<file path="src/rtl/clock_pkg.sv">
// Shared definitions for the front-panel time-setting controller:
// state encoding, field limits, blink field indices and wrap helpers.
package clock_pkg;

  typedef enum logic [1:0] {
    RUN   = 2'b00,
    SET_H = 2'b01,
    SET_M = 2'b10,
    SET_S = 2'b11
  } state_t;

  localparam logic [5:0] HOUR_MAX = 6'd23;
  localparam logic [5:0] MIN_MAX  = 6'd59;
  localparam logic [5:0] SEC_MAX  = 6'd59;

  localparam int unsigned FLD_HOUR = 2;
  localparam int unsigned FLD_MIN  = 1;
  localparam int unsigned FLD_SEC  = 0;

  function automatic logic [5:0] wrap_inc(input logic [5:0] v, input logic [5:0] max);
    return (v >= max) ? 6'd0 : v + 6'd1;
  endfunction

  function automatic logic [5:0] wrap_dec(input logic [5:0] v, input logic [5:0] max);
    return (v == 6'd0) ? max : v - 6'd1;
  endfunction

  function automatic logic [5:0] clamp_field(input logic [5:0] v, input logic [5:0] max);
    return (v > max) ? 6'd0 : v;
  endfunction

endpackage

</file>
<file path="src/rtl/key_debounce.sv">
// Active-low pushbutton conditioner: 2-FF synchronizer, stability counter,
// one-cycle press pulse and optional hold-to-repeat.
module key_debounce #(
  parameter int unsigned DEBOUNCE_CYC = 1_000_000,
  parameter int unsigned REPEAT_DLY   = 50_000_000,
  parameter int unsigned REPEAT_PER   = 12_500_000,
  parameter bit          REPEAT_EN    = 1'b0
) (
  input  logic clk50,
  input  logic reset,
  input  logic key_n,
  output logic press
);

  localparam int unsigned DW = $clog2(DEBOUNCE_CYC) + 1;
  localparam int unsigned RW = $clog2(REPEAT_DLY + REPEAT_PER) + 1;

  logic          sync1, sync2;
  logic          level;
  logic          raw_pressed;
  logic [DW-1:0] cnt;
  logic [RW-1:0] rcnt;
  logic          repeating;

  assign raw_pressed = ~sync2;

  always_ff @(posedge clk50 or negedge reset) begin
    if (!reset) begin
      sync1     <= 1'b1;
      sync2     <= 1'b1;
      level     <= 1'b0;
      cnt       <= '0;
      rcnt      <= '0;
      repeating <= 1'b0;
      press     <= 1'b0;
    end else begin
      sync1 <= key_n;
      sync2 <= sync1;
      press <= 1'b0;

      if (raw_pressed != level) begin
        if (cnt == DW'(DEBOUNCE_CYC - 1)) begin
          level <= raw_pressed;
          cnt   <= '0;
          if (raw_pressed) press <= 1'b1;
        end else begin
          cnt <= cnt + DW'(1);
        end
      end else begin
        cnt <= '0;
      end

      // Repeats run only while the synchronized key is still down, so a
      // release in progress never emits a trailing repeat.
      if (REPEAT_EN && level && raw_pressed) begin
        if (!repeating && rcnt == RW'(REPEAT_DLY - 1)) begin
          press     <= 1'b1;
          repeating <= 1'b1;
          rcnt      <= '0;
        end else if (repeating && rcnt == RW'(REPEAT_PER - 1)) begin
          press <= 1'b1;
          rcnt  <= '0;
        end else begin
          rcnt <= rcnt + RW'(1);
        end
      end else begin
        rcnt      <= '0;
        repeating <= 1'b0;
      end
    end
  end

endmodule

</file>
<file path="src/rtl/clock_set_ctrl.sv">
// Front-panel time-setting controller: RUN->SET_H->SET_M->SET_S sequencing,
// shadow time editing, commit strobe, blink mask and edit timeout.
module clock_set_ctrl
  import clock_pkg::*;
#(
  parameter int unsigned DEBOUNCE_CYC = 1_000_000,
  parameter int unsigned REPEAT_DLY   = 50_000_000,
  parameter int unsigned REPEAT_PER   = 12_500_000,
  parameter int unsigned BLINK_HALF   = 12_500_000,
  parameter int unsigned TIMEOUT_CYC  = 500_000_000
) (
  input  logic       clk50,
  input  logic       reset,
  input  logic       key_mode,
  input  logic       key_inc,
  input  logic       key_dec,
  input  logic [5:0] cur_hour,
  input  logic [5:0] cur_min,
  input  logic [5:0] cur_sec,
  output logic [5:0] hour_set,
  output logic [5:0] min_set,
  output logic [5:0] sec_set,
  output logic       load,
  output logic       run_en,
  output logic [2:0] blink_mask,
  output logic [1:0] mode
);

  localparam int unsigned TW = $clog2(TIMEOUT_CYC) + 1;
  localparam int unsigned BW = $clog2(BLINK_HALF) + 1;

  state_t        state, state_nx;
  logic          ev_mode, ev_inc, ev_dec, any_ev;
  logic          edit_ok, timeout_hit;
  logic [TW-1:0] tcnt;
  logic [BW-1:0] bcnt;
  logic          phase;

  key_debounce #(.DEBOUNCE_CYC(DEBOUNCE_CYC), .REPEAT_DLY(REPEAT_DLY),
                 .REPEAT_PER(REPEAT_PER), .REPEAT_EN(1'b0))
    u_mode (.clk50(clk50), .reset(reset), .key_n(key_mode), .press(ev_mode));
  key_debounce #(.DEBOUNCE_CYC(DEBOUNCE_CYC), .REPEAT_DLY(REPEAT_DLY),
                 .REPEAT_PER(REPEAT_PER), .REPEAT_EN(1'b1))
    u_inc (.clk50(clk50), .reset(reset), .key_n(key_inc), .press(ev_inc));
  key_debounce #(.DEBOUNCE_CYC(DEBOUNCE_CYC), .REPEAT_DLY(REPEAT_DLY),
                 .REPEAT_PER(REPEAT_PER), .REPEAT_EN(1'b1))
    u_dec (.clk50(clk50), .reset(reset), .key_n(key_dec), .press(ev_dec));

  assign any_ev      = ev_mode | ev_inc | ev_dec;
  assign edit_ok     = !ev_mode && (ev_inc ^ ev_dec);
  assign timeout_hit = (tcnt == TW'(TIMEOUT_CYC - 1));

  always_ff @(posedge clk50 or negedge reset) begin
    if (!reset) state <= RUN;
    else        state <= state_nx;
  end

  always_comb begin
    state_nx = state;
    if (state != RUN && !any_ev && timeout_hit) begin
      state_nx = RUN;
    end else if (ev_mode) begin
      case (state)
        RUN:     state_nx = SET_H;
        SET_H:   state_nx = SET_M;
        SET_M:   state_nx = SET_S;
        default: state_nx = RUN;
      endcase
    end
  end

  always_comb begin
    mode       = state;
    run_en     = (state == RUN);
    blink_mask = '0;
    case (state)
      SET_H:   blink_mask[FLD_HOUR] = phase;
      SET_M:   blink_mask[FLD_MIN]  = phase;
      SET_S:   blink_mask[FLD_SEC]  = phase;
      default: blink_mask = '0;
    endcase
  end

  always_ff @(posedge clk50 or negedge reset) begin
    if (!reset) begin
      hour_set <= '0;
      min_set  <= '0;
      sec_set  <= '0;
      load     <= 1'b0;
    end else begin
      load <= (state == SET_S) && ev_mode;
      if (state == RUN) begin
        if (ev_mode) begin
          hour_set <= clamp_field(cur_hour, HOUR_MAX);
          min_set  <= clamp_field(cur_min, MIN_MAX);
          sec_set  <= clamp_field(cur_sec, SEC_MAX);
        end
      end else if (edit_ok) begin
        case (state)
          SET_H:   hour_set <= ev_inc ? wrap_inc(hour_set, HOUR_MAX) : wrap_dec(hour_set, HOUR_MAX);
          SET_M:   min_set  <= ev_inc ? wrap_inc(min_set, MIN_MAX)   : wrap_dec(min_set, MIN_MAX);
          SET_S:   sec_set  <= ev_inc ? wrap_inc(sec_set, SEC_MAX)   : wrap_dec(sec_set, SEC_MAX);
          default: ;
        endcase
      end
    end
  end

  always_ff @(posedge clk50 or negedge reset) begin
    if (!reset) begin
      tcnt <= '0;
    end else if (state == RUN || any_ev || timeout_hit) begin
      tcnt <= '0;
    end else begin
      tcnt <= tcnt + TW'(1);
    end
  end

  // Any inc/dec press (even a cancelled inc+dec pair) shows the field solid.
  always_ff @(posedge clk50 or negedge reset) begin
    if (!reset) begin
      bcnt  <= '0;
      phase <= 1'b0;
    end else if (state == RUN || ev_inc || ev_dec) begin
      bcnt  <= '0;
      phase <= 1'b0;
    end else if (bcnt == BW'(BLINK_HALF - 1)) begin
      bcnt  <= '0;
      phase <= ~phase;
    end else begin
      bcnt <= bcnt + BW'(1);
    end
  end

endmodule

</file>
<file path="config.mk">
export PLATFORM = sky130hd
export DESIGN_NAME = clock_set_ctrl
export DESIGN_NICKNAME = d
export VERILOG_FILES = /design/src/rtl/clock_pkg.sv /design/src/rtl/key_debounce.sv /design/src/rtl/clock_set_ctrl.sv
export SDC_FILE = /design/constraint.sdc
export NUM_CORES = 1
export LEC_CHECK = 0
export CAP_MARGIN = 20
export CORE_MARGIN = 1.5
export CORE_UTILIZATION = 55
export CTS_CLUSTER_SIZE = 24
export DETAILED_ROUTE_END_ITERATION = 7
export HOLD_SLACK_MARGIN = 0.08
export PLACE_DENSITY = 0.73
export SLEW_MARGIN = 20
export SYNTH_ARGS = -nofsm -noshare
export SYNTH_HDL_FRONTEND = slang
export SYNTH_SLANG_ARGS = --single-unit
</file>
<file path="constraint.sdc">
create_clock -name clk50 -period 2.5 [get_ports clk50]
set_input_delay 0.625 -clock clk50 [delete_from_list [all_inputs] [get_ports clk50]]
set_output_delay 0.625 -clock clk50 [all_outputs]
set_load 0.01 [all_outputs]
</file>
======== Word-level counts from Yosys, hierarchy flattened ========
Index checks and enable logic that the tools add are counted.
word-level totals
  bits in registers ....................... 208
  output and inout bits ................... 25
  input bits .............................. 23
cells by class
  add/sub/neg operators ................... 13
  $lt $le $gt $ge ......................... 6
  muxes and demuxes ....................... 66
  reductions and logical operators ........ 35
  equality and inequality tests ........... 18
  bitwise gates (word level) .............. 7
operators by type and width
  cell                                                                     count
  27-bit 2-to-1 mux                                                        6
  6-bit 2-to-1 mux                                                         24
  21-bit 2-to-1 mux                                                        6
  21-bit by 1-bit adder with 21-bit output, second input constant          3
  21-bit by 20-bit equality test with 1-bit output, second input constant  3
  27-bit by 1-bit adder with 27-bit output, second input constant          2
  27-bit by 24-bit equality test with 1-bit output, second input constant  2
  27-bit by 26-bit equality test with 1-bit output, second input constant  2
  25-bit 2-to-1 mux                                                        2
  30-bit by 1-bit adder with 30-bit output, second input constant          1
  30-bit by 29-bit equality test with 1-bit output, second input constant  1
  30-bit 2-to-1 mux                                                        1
  25-bit by 1-bit adder with 25-bit output, second input constant          1
  25-bit by 24-bit equality test with 1-bit output, second input constant  1
  1-bit 2-to-1 mux                                                         24
  6-bit by 1-bit adder with 6-bit output, second input constant            3
  6-bit zero test                                                          3
  6-bit by 1-bit subtractor with 6-bit output, second input constant       3
  2-bit nonzero test                                                       7
  6-bit >= comparator, second input constant                               2
  6-bit greater-than comparator, second input constant                     2
  1-bit logical AND                                                        10
  3-bit AND reduction                                                      3
  6-bit by 5-bit >= comparator with 1-bit output, second input constant    1
  15 further kinds                                                         32

======== Depth between registers and ports, before layout ========
Gate-level depths: netlist of the first run.
  depth after elaboration ................. 6
  gate-level depth with buffers ........... 9
  gate-level depth less buffers ........... 7

======== Hierarchy ========
From an unflattened synthesis of the first run, not the netlist that was laid out.
unflattened totals
  cell total of the unflattened synthesis .. 1227
  area, all modules ....................... 11463.5 µm²
by module, submodules not included
  module                    cells an instance  area each (µm²)  instances
  key_debounce (u_dec ...)  281                2770.2           2
  clock_set_ctrl            544                4718.3           1
  key_debounce (u_mode)     121                1204.9           1

======== Worst setup path before layout of the first run ========
OpenSTA, ideal clock, no wires.
  path kind ............................... register to register
  start point ............................. reg min_set[0]
  end point ............................... reg min_set[2]
  clock period less this slack ............ 2.071 ns
  cell stages (with the launch flop) ...... 9
  required time ........................... 2.381 ns
  arrival ................................. 1.952 ns
  path slack .............................. 0.429 ns
  path through ............................ dfrtp_1 -> clkbuf_1 -> inv_1 -> ha_1 -> or3b_2 -> or3_1 -> a32oi_1 -> o211ai_1 -> o21a_1
on the way
  cells in the longest elaborated chain, start to end .. 6
RTL lines
  item                                                                 RTL line                          text
  from (decl)                                                          clock_set_ctrl.sv:21              output logic [5:0] min_set,
  from (signal assigned)                                               clock_set_ctrl.sv:95              min_set <= clamp_field(cur_min, MIN_MAX);
  from (signal assigned)                                               clock_set_ctrl.sv:101             SET_M: min_set <= ev_inc ? wrap_inc(min_set, MIN_MAX) : wrap_dec(min_set, MIN_MAX);
  6-bit by 1-bit subtractor with 6-bit output (tied with other cells)  clock_pkg.sv:25                   return (v == 6'd0) ? max : v - 6'd1;
  6-bit 2-to-1 mux, on equally long branches                           clock_pkg.sv:25, clock_pkg.sv:21
  6-bit 2-to-1 mux (*)                                                 clock_set_ctrl.sv:101
  6-bit 2-to-1 mux (*)                                                 clock_set_ctrl.sv:99              case (state)
  6-bit 2-to-1 mux (*)                                                 clock_set_ctrl.sv:98              end else if (edit_ok) begin
  6-bit 2-to-1 mux (*)                                                 clock_set_ctrl.sv:92              if (state == RUN) begin
Mark *: on every way between the ends. The rest lies on a longest branch, timed or not. The select of a mux whose other input is x is not followed.
A chain may end at the register's enable or synchronous reset.

======== Final worst setup path of the first run ========
  start point ............................. reg min_set[3]
  end point ............................... out min_set[3]
No word-level cell between the ends.

==> impl_summary.md, run 1 <==
Die
In this run the standard cell core region covers 0.0197 mm2. Measured along the x axis, the die boundary spans 145 um. 48 I/O pins were placed. The floorplan has 51 rows. The floorplan step defined a die boundary enclosing 0.0211 mm2.

The effective utilization at floorplan is a little under three fifths. The die boundary height is 145 um.

Worst setup path
On the critical path, the stage with the largest delay is an instance of sky130_fd_sc_hd__dfrtp_1. For the worst setup path, the data arrival time is approximately 1800 ps. The signal on the critical path passes through clkdlybuf4s50_1. The category of the worst setup path capture point is an output pin. The kind of launch point of the worst setup path is a flip-flop. The endpoint required time on the critical path is 1880 ps. Grouping stages by cell kind, the critical path spends the most delay in flip-flops.

In this design, the stage delay of the slowest critical-path cell is roughly 640 ps. The largest fanout on the critical path is 15. The worst setup path category is flip-flop to output pin. Together, buffers and inverters on the worst path number 1.

Synth
Sequential elements use between 40% and 50% of the synthesized area. Yosys printed 0 warnings. The number of instances in the synthesized netlist is roughly 1200. In the synthesized netlist the dominant register cell turns out to be sky130_fd_sc_hd__dfrtp_1. The mean post-synth cell area is 9.55 um2.

After synthesis the netlist holds a flip-flop and latch count of approximately 210. The post-synthesis instance area is 0.0111 mm2. The unique cell type count in the Yosys netlist is 74. The number of nets in the synthesized netlist is 1209. The count of flip-flops with a built-in enable after synthesis is 0. After synthesis, the share of flip-flops with an asynchronous set or reset is 100%.

Layout
Cells with a size suffix above 1 make up 10.5% of the layout. The number of fill cells is 1630. The final-stage net count is 1265.

From synthesis to final layout, the design area changed by 15.3%. The count of antenna diodes in the layout is 0.

Clock network
CTS built an H-tree with a depth of 1. The tree is rooted in a sky130_fd_sc_hd__clkbuf_16. Clock tree synthesis inserted a total of 24 buffers. No sink is reached through more buffers than the 3 on the longest clock path. The clock reaches the later pin of the worst-skew pair after 520 ps. The CTS tree is built. Counting every sink on the clock net gives 208. The post-CTS clock slew at the launch and capture registers of the worst setup and hold paths is 60 ps.

Global routing
The pin count of the biggest net entering global routing is 63. The number of antenna violations at the first check in global routing came to 0. The overall global routing resource usage is 21.8%. The via count of the first global-routing pass is 8128. Global routing finished with a remaining overflow of 0. The first global-routing pass estimated 39.3 mm of wire.

Detailed routing
After the first detailed-routing iteration, the DRC count stood at 368. The routed wire length is around 22 mm. The post-route antenna net violation count is 0. The total number of vias is 8447. In the final routed layout, each cell accounts on average for between 10 and 15 um. The post-detailed-route DRC marker count is 0. The first detailed-routing pass took 5 iterations. The mean number of vias per cell is 5.62.

Power
Net switching is between 20% and 30% of the power. The total power consumption of the routed design is 0.00744 W. The peak supply drop is 0.000483 V. In this run, the clock network consumes 51.7% of the power. The portion of total power attributed to combinational logic is 2.5%. The cell internal power dissipation is 0.00588 W. Power spread over the standard cell area amounts to 580 mW/mm2. For this design the static power due to leakage is 5.34 nW. The reported net switching power is 0.00156 W.

Per report_power, the sequential group accounts for 45.8% of the total.

Timing
The slew of the pin with the lowest slew margin is 714 ps. The count of final hold-check violations is 0. Setup repair after global routing left no endpoint under its margin. Dividing the final minimum period by the clock period gives 96.4%. The max-slew violation count is 0. Based on the critical path, the design can be clocked at up to 415 MHz.

The clock period minus worst slack is 2410 ps. The accumulated negative setup slack is 0 ps. On the final layout, the worst clock skew is 8.00 ps. The final-report setup violation count is 0. In this run the tightest slew margin relative to its limit is 51.9%.

Run status
The run finished with clean final reports.

Placed design
The congestion estimate from routability-driven global placement came to 0.849. The half-perimeter wire length after placement is around 15 mm. The count of buffers added on input and output ports is 47.

Run
The reported max-cap violation count is 0.

Worst hold path
The min-delay analysis places its worst path in the category input port to asynchronous set/reset pin.
what timing repair did:
item                       in CTS  in global routing
hold endpoints to repair        0                  0
gates resized for setup         6                  4
setup endpoints to repair       4                  2
gates cloned                    0                  0
setup buffers                   2                  0
hold buffers                    0                  0
placed cells by master, fill, tap and decap left out, types with 26 or more instances in the layout:
master / instances
sky130_fd_sc_hd__nand3_1: 90
sky130_fd_sc_hd__clkdlybuf4s50_1: 42
sky130_fd_sc_hd__dfrtp_1: 201
sky130_fd_sc_hd__a21oi_1: 26
sky130_fd_sc_hd__and3_1: 27
sky130_fd_sc_hd__inv_1: 27
sky130_fd_sc_hd__nand4_1: 50
sky130_fd_sc_hd__nand2_1: 63
sky130_fd_sc_hd__xor2_1: 106
sky130_fd_sc_hd__buf_4: 26
sky130_fd_sc_hd__nor2_1: 206
sky130_fd_sc_hd__xnor2_1: 66
final timing paths:
path | to | startpoint | cells after the start | slack (ps)
setup / recovery | min_set[3] | min_set[3]$_DFFE_PN0P_ | 1 | 90
hold / removal | sec_set[5]$_DFFE_PN0P_ | reset | 1 | 70
setup reg to reg | u_inc.rcnt[8]$_DFF_PN0_ | u_inc.rcnt[0]$_DFF_PN0_ | 7 | 360
hold reg to reg | u_dec.sync2$_DFF_PN1_ | u_dec.sync1$_DFF_PN1_ | 0 | 350
max in group asynchronous | u_inc.cnt[17]$_DFF_PN0_ | reset | 2 | 1730
min in group clk50 | u_dec.sync2$_DFF_PN1_ | u_dec.sync1$_DFF_PN1_ | 0 | 350
routing by layer:
| layer | GRT usage, % | share of wire [%] | vias to the layer above | wire length, um |
|---|---|---|---|---|
| met5 | 0 | 0 | - | 0 |
| met3 | 3.05 | 4.3 | 34 | 950 |
| met1 | 30.9 | 47 | 4089 | 10500 |
| li1 | - | - | 4158 | - |
| met2 | 35.4 | 46 | 166 | 10300 |
| met4 | 5.51 | 2.1 | 0 | 465 |
per-stage QoR:
step	cell area, um2	std cells	util (%)	hold WS [ps]	setup WS, ps
after CTS	12800	1503	65.2	85.2	2.51
after global routing	12800	1503	65.2	108	9.28
final	12800	1503	65.2	74.1	90.1
after floorplan	11100	1164	-	329	429
after global placement	11900	1457	60.5	348	386
after detailed placement	11900	1457	60.5	351	363
sequential cells by signal, summed over array words and instances, names as in the netlist, 2 cells and up:
name and count:
sec_set 6, u_inc.rcnt 27, hour_set 6, u_inc.cnt 21
mode 2, tcnt 30, u_mode.cnt 21, min_set 6
u_dec.rcnt 27, u_dec.cnt 21, bcnt 25
final cells by class:
| class | instances | area [um2] | share of cell area [%] |
|---|---|---|---|
| multi-input cells | 881 | 5540 | 43.2 |
| flip-flops and latches | 208 | 5210 | 40.7 |
| repair buffers | 76 | 732 | 5.71 |
| clock buffers | 29 | 669 | 5.22 |
| well taps | 265 | 332 | 2.59 |
| clock inverters | 15 | 221 | 1.73 |
| inverters | 29 | 109 | 0.849 |
synthesized netlist by cell type, types with 7 or more instances:
cell type                  count  area (um2)
sky130_fd_sc_hd__inv_1        28         105
sky130_fd_sc_hd__dfrtp_1     202        5050
sky130_fd_sc_hd__xnor2_1      66         578
sky130_fd_sc_hd__nor2_1      206         773
sky130_fd_sc_hd__ha_1         22         275
sky130_fd_sc_hd__nand2_1      63         236
sky130_fd_sc_hd__buf_2        11        55.1
sky130_fd_sc_hd__nor3_1       25         125
sky130_fd_sc_hd__xor2_1      106         928
sky130_fd_sc_hd__a31oi_1       7        43.8
sky130_fd_sc_hd__and2_1       13        81.3
sky130_fd_sc_hd__and4_1       14         123
sky130_fd_sc_hd__nand3_1      90         450
sky130_fd_sc_hd__nor2_2       15        93.8
sky130_fd_sc_hd__o21ai_0      17        85.1
sky130_fd_sc_hd__nor4b_1      10        87.6
sky130_fd_sc_hd__clkbuf_1     22        82.6
sky130_fd_sc_hd__nand4_1      50         313
sky130_fd_sc_hd__a21oi_1      26         130
sky130_fd_sc_hd__and3_1       27         169
sky130_fd_sc_hd__nor4_1       20         125
worst reg2reg max path, stage by stage, from the launching register on:
cell and delay (ps):
sky130_fd_sc_hd__dfrtp_1 430, sky130_fd_sc_hd__ha_1 260, sky130_fd_sc_hd__nand4_1 230, sky130_fd_sc_hd__nand4bb_1 270, sky130_fd_sc_hd__o31ai_1 340, sky130_fd_sc_hd__or2_1 190, sky130_fd_sc_hd__buf_4 220, sky130_fd_sc_hd__nor2_1 90
cell families after synthesis:
logic type	synth area share (%)
mux	0.383
buf+inv	3.42
simple gates	27.6
compound gates	5.68
fa+ha+maj	2.48
xor+xnor	13.5
flops	46.9
power groups by stage:
stage	logic, W	clock network (W)	registers, W
6_report	0.000185	0.00385	0.00341
2_1_floorplan	0.0000578	0	0.00346
3_3_place_gp	0.000188	0	0.00347
3_5_place_dp	0.000191	0	0.00347
4_1_cts	0.000192	0.00393	0.00341
5_1_grt	0.000213	0.00407	0.00341
No activity file was read; power rests on OpenSTA's default activity.
==> inputs of run 2 (changes only) <==
- TNS_END_PERCENT: default -> 100
==> results of run 2 <==
Final layout, timing and power as in run 1 (identical DEF).
==> patch (config.mk and constraints of run 2) <==
Set the parameter `TIMEOUT_CYC` to 250_000_000 (it was 500_000_000).
--- a/src/rtl/clock_set_ctrl.sv
+++ b/src/rtl/clock_set_ctrl.sv
@@ -9,3 +9,3 @@
   parameter int unsigned BLINK_HALF   = 12_500_000,
-  parameter int unsigned TIMEOUT_CYC  = 500_000_000
+  parameter int unsigned TIMEOUT_CYC  = 250_000_000
 ) (
Behaviour: no difference found for any inputs over 10 cycles, from zero or initial values and one cycle with reset low; that may be too few to reach the edited logic, so the function may still have changed.
==> patch against run 2 <==
  * Sequential cell count is 1 lower
  * Routed wire length is 3.0% lower
  * Worst hold slack better by 0.019 ns
  * Global-route usage is 0.31 points lower
  * Setup slack worse by 0.020 ns
  * Critical endpoint is now blink_mask[1]
  * Largest power group unchanged
  * Final area is 1.6% lower
  * Total power is 0.92% lower
  * Synthesized area is 2.7% lower
==> patch: results (changes against run 2) <==
VDD IR max = 0.5771 mV (was 0.4826 mV)
H-tree levels = 1 (unchanged)
Worst clock skew = 0.01398 ns (was 0.008005 ns)
Final nets = 1267 (was 1265)
Initial antenna violation count = 0 (unchanged)
Slew headroom = 52.77% (was 51.95%)
Delay-heaviest family, CP = buffers and inverters (was flip-flops)
Largest regs = tcnt: 29 flops, u_dec.rcnt: 27 flops, u_inc.rcnt: 27 flops (was tcnt: 30 flops, u_dec.rcnt: 27 flops, u_inc.rcnt: 27 flops)
N_diodes = 0 (unchanged)
WHS = 0.09276 ns (was 0.07412 ns)
Share of layout cells above drive strength 1 = 7.581% (was 10.50%)
First-pass GRT wire length = 36690 um (was 39270 um)
Root buf cell = clkbuf_16 (unchanged)
Sequential-to-total area share from yosys stat = 47.95% (was 46.88%)
Top_reg_cell synth = dfrtp_1 (unchanged)
DRT Pass-1 Iters = 5 (unchanged)
P_leak = 5.237 nW (was 5.340 nW)
Top cells by count, synth = nor2_1 (211), dfrtp_1 (201), xor2_1 (118) (was nor2_1 (206), dfrtp_1 (202), xor2_1 (106))
Netlist cell types = 65 (was 74)
Status = finished, final reports clean (unchanged)
Reg-to-Reg End = u_inc.rcnt[17]$_DFF_PN0_ (was u_inc.rcnt[8]$_DFF_PN0_)
Crit-path max cell delay = 0.40 ns (was 0.64 ns)
Final RePlAce weighted congestion = 0.8868 (was 0.8487)
Largest cells by area after synthesis = dfrtp_1 (46%), xor2_1 (9.6%), nor2_1 (7.3%) (was dfrtp_1 (45%), xor2_1 (8.4%), nor2_1 (7.0%))
Clk buf depth = 3 (unchanged)
DR vias = 8322 (was 8447)
Number of fill cells = 1602 (was 1630)
Hpwl dp = 14410 um (was 14940 um)
Min-Delay Path Class = input port to asynchronous set/reset pin (unchanged)
I/O Buffers = 47 (unchanged)
Num CTS Buffers = 24 (unchanged)
Syn Nets = 1201 (was 1209)
Worst Path Arrival = 1.81 ns (was 1.78 ns)
Worst skew pair latency = 0.52 ns (about the same)
Worst flop-to-flop path startpoint = u_inc.rcnt[18]$_DFF_PN0_ (was u_inc.rcnt[0]$_DFF_PN0_)
Worst r2r path cells = 6 (was 7)
CP Launch Point = mode[1]$_DFFE_PN0P_ (was min_set[3]$_DFFE_PN0P_)
Worst-path clk slew = 0.06 ns (about the same)
Iter 0 DRT Violations = 478 (was 368)
Yosys warns = 0 (unchanged)
Async S/R FF share, synth = 100.0% (unchanged)
Post-Place Setup Slack = 0.2704 ns (was 0.3629 ns)
Pin count of the biggest net entering global routing = 61 (was 63)
Crit path max fanout = 3 (was 15)
Final WL = 21580 um (was 22250 um)
Crit-path slowest cell = dfrtp_1 (unchanged)
R2r setup slk = 0.26 ns (was 0.36 ns)
DP Area = 11710 um^2 (was 11890 um^2)
Number of global-route vias before repair = 7989 (was 8128)
GRT Overall Usage = 21.50% (was 21.81%)
## patch: changes by cell type after synthesis, sizes merged, moves of 8 or more
| cell | change |
|---|---|
| and4 | -10 |
| buf | -10 |
| nand2 | +17 |
| nand4 | +8 |
| nor2 | -10 |
| xnor2 | -17 |
| xor2 | +12 |
## patch: layer usage
layer | GRT usage (%) | part of all wire, % | vias up
li1 | - | - | 4167
met1 | 28.95 | 46 | 3984
met2 | 36.26 | 49 | 143
met3 | 2.985 | 3.4 | 28
met4 | 6.337 | 1.9 | 0
met5 | 0 | 0 | -
## patch: cell type report
type	instances	area (um^2)	share of cell area, %
repair buffers	81	778.2	6.169
flip-flops and latches	207	5187	41.12
clock buffers	32	681.9	5.405
multi-input cells	881	5344	42.36
inverters	27	101.3	0.8033
well taps	265	331.6	2.628
clock inverters	12	191.4	1.517
## patch: power breakdown
group	internal [mW]	switching (mW)	leakage, nW
Combinational	0.0645	0.107	2.01
Clock	2.43	1.38	0.429
Sequential	3.37	0.0173	2.80
Total	5.87	1.51	5.24
## patch: worst max path at each step
stage                                          end  slack (ns)  cells past startpoint
after global routing                 blink_mask[1]        0.02                      5
after CTS                            blink_mask[0]       0.007                      3
after floorplan            hour_set[2]$_DFFE_PN0P_        0.19                      8
after detailed placement   u_inc.rcnt[9]$_DFF_PN0_        0.27                      6
after global placement    u_inc.rcnt[20]$_DFF_PN0_        0.35                      6
final                                blink_mask[1]        0.07                      5
## patch: cells by family after synthesis
| group | after synthesis | synth area share, % |
|---|---|---|
| compound gates | 102 | 6.349 |
| xor+xnor | 167 | 13.52 |
| fa+ha+maj | 22 | 2.544 |
| buf+inv | 68 | 2.706 |
| flops | 207 | 47.95 |
| mux | 2 | 0.2081 |
| simple gates | 588 | 26.73 |
## patch: worst reg2reg max path: stages (launching register included)
cell     delay [ns]
dfrtp_1        0.41
or4b_1         0.53
or4_4          0.51
o31ai_2        0.23
or2_1          0.18
buf_12         0.18
nor2_1         0.08
## patch: what timing repair did
action                                  CTS  global route
hold buffers                              0             0
endpoints found under the setup margin    4             1
resized for setup                         4             2
setup buffers                             2             2
cloned                                    0             0
## patch: through the flow
step	instances	power, mW
final	1505	7.373
after global routing	1505	7.627
after CTS	1503	7.470
after detailed placement	1457	3.628
after global placement	1457	3.625
after floorplan	1156	3.490
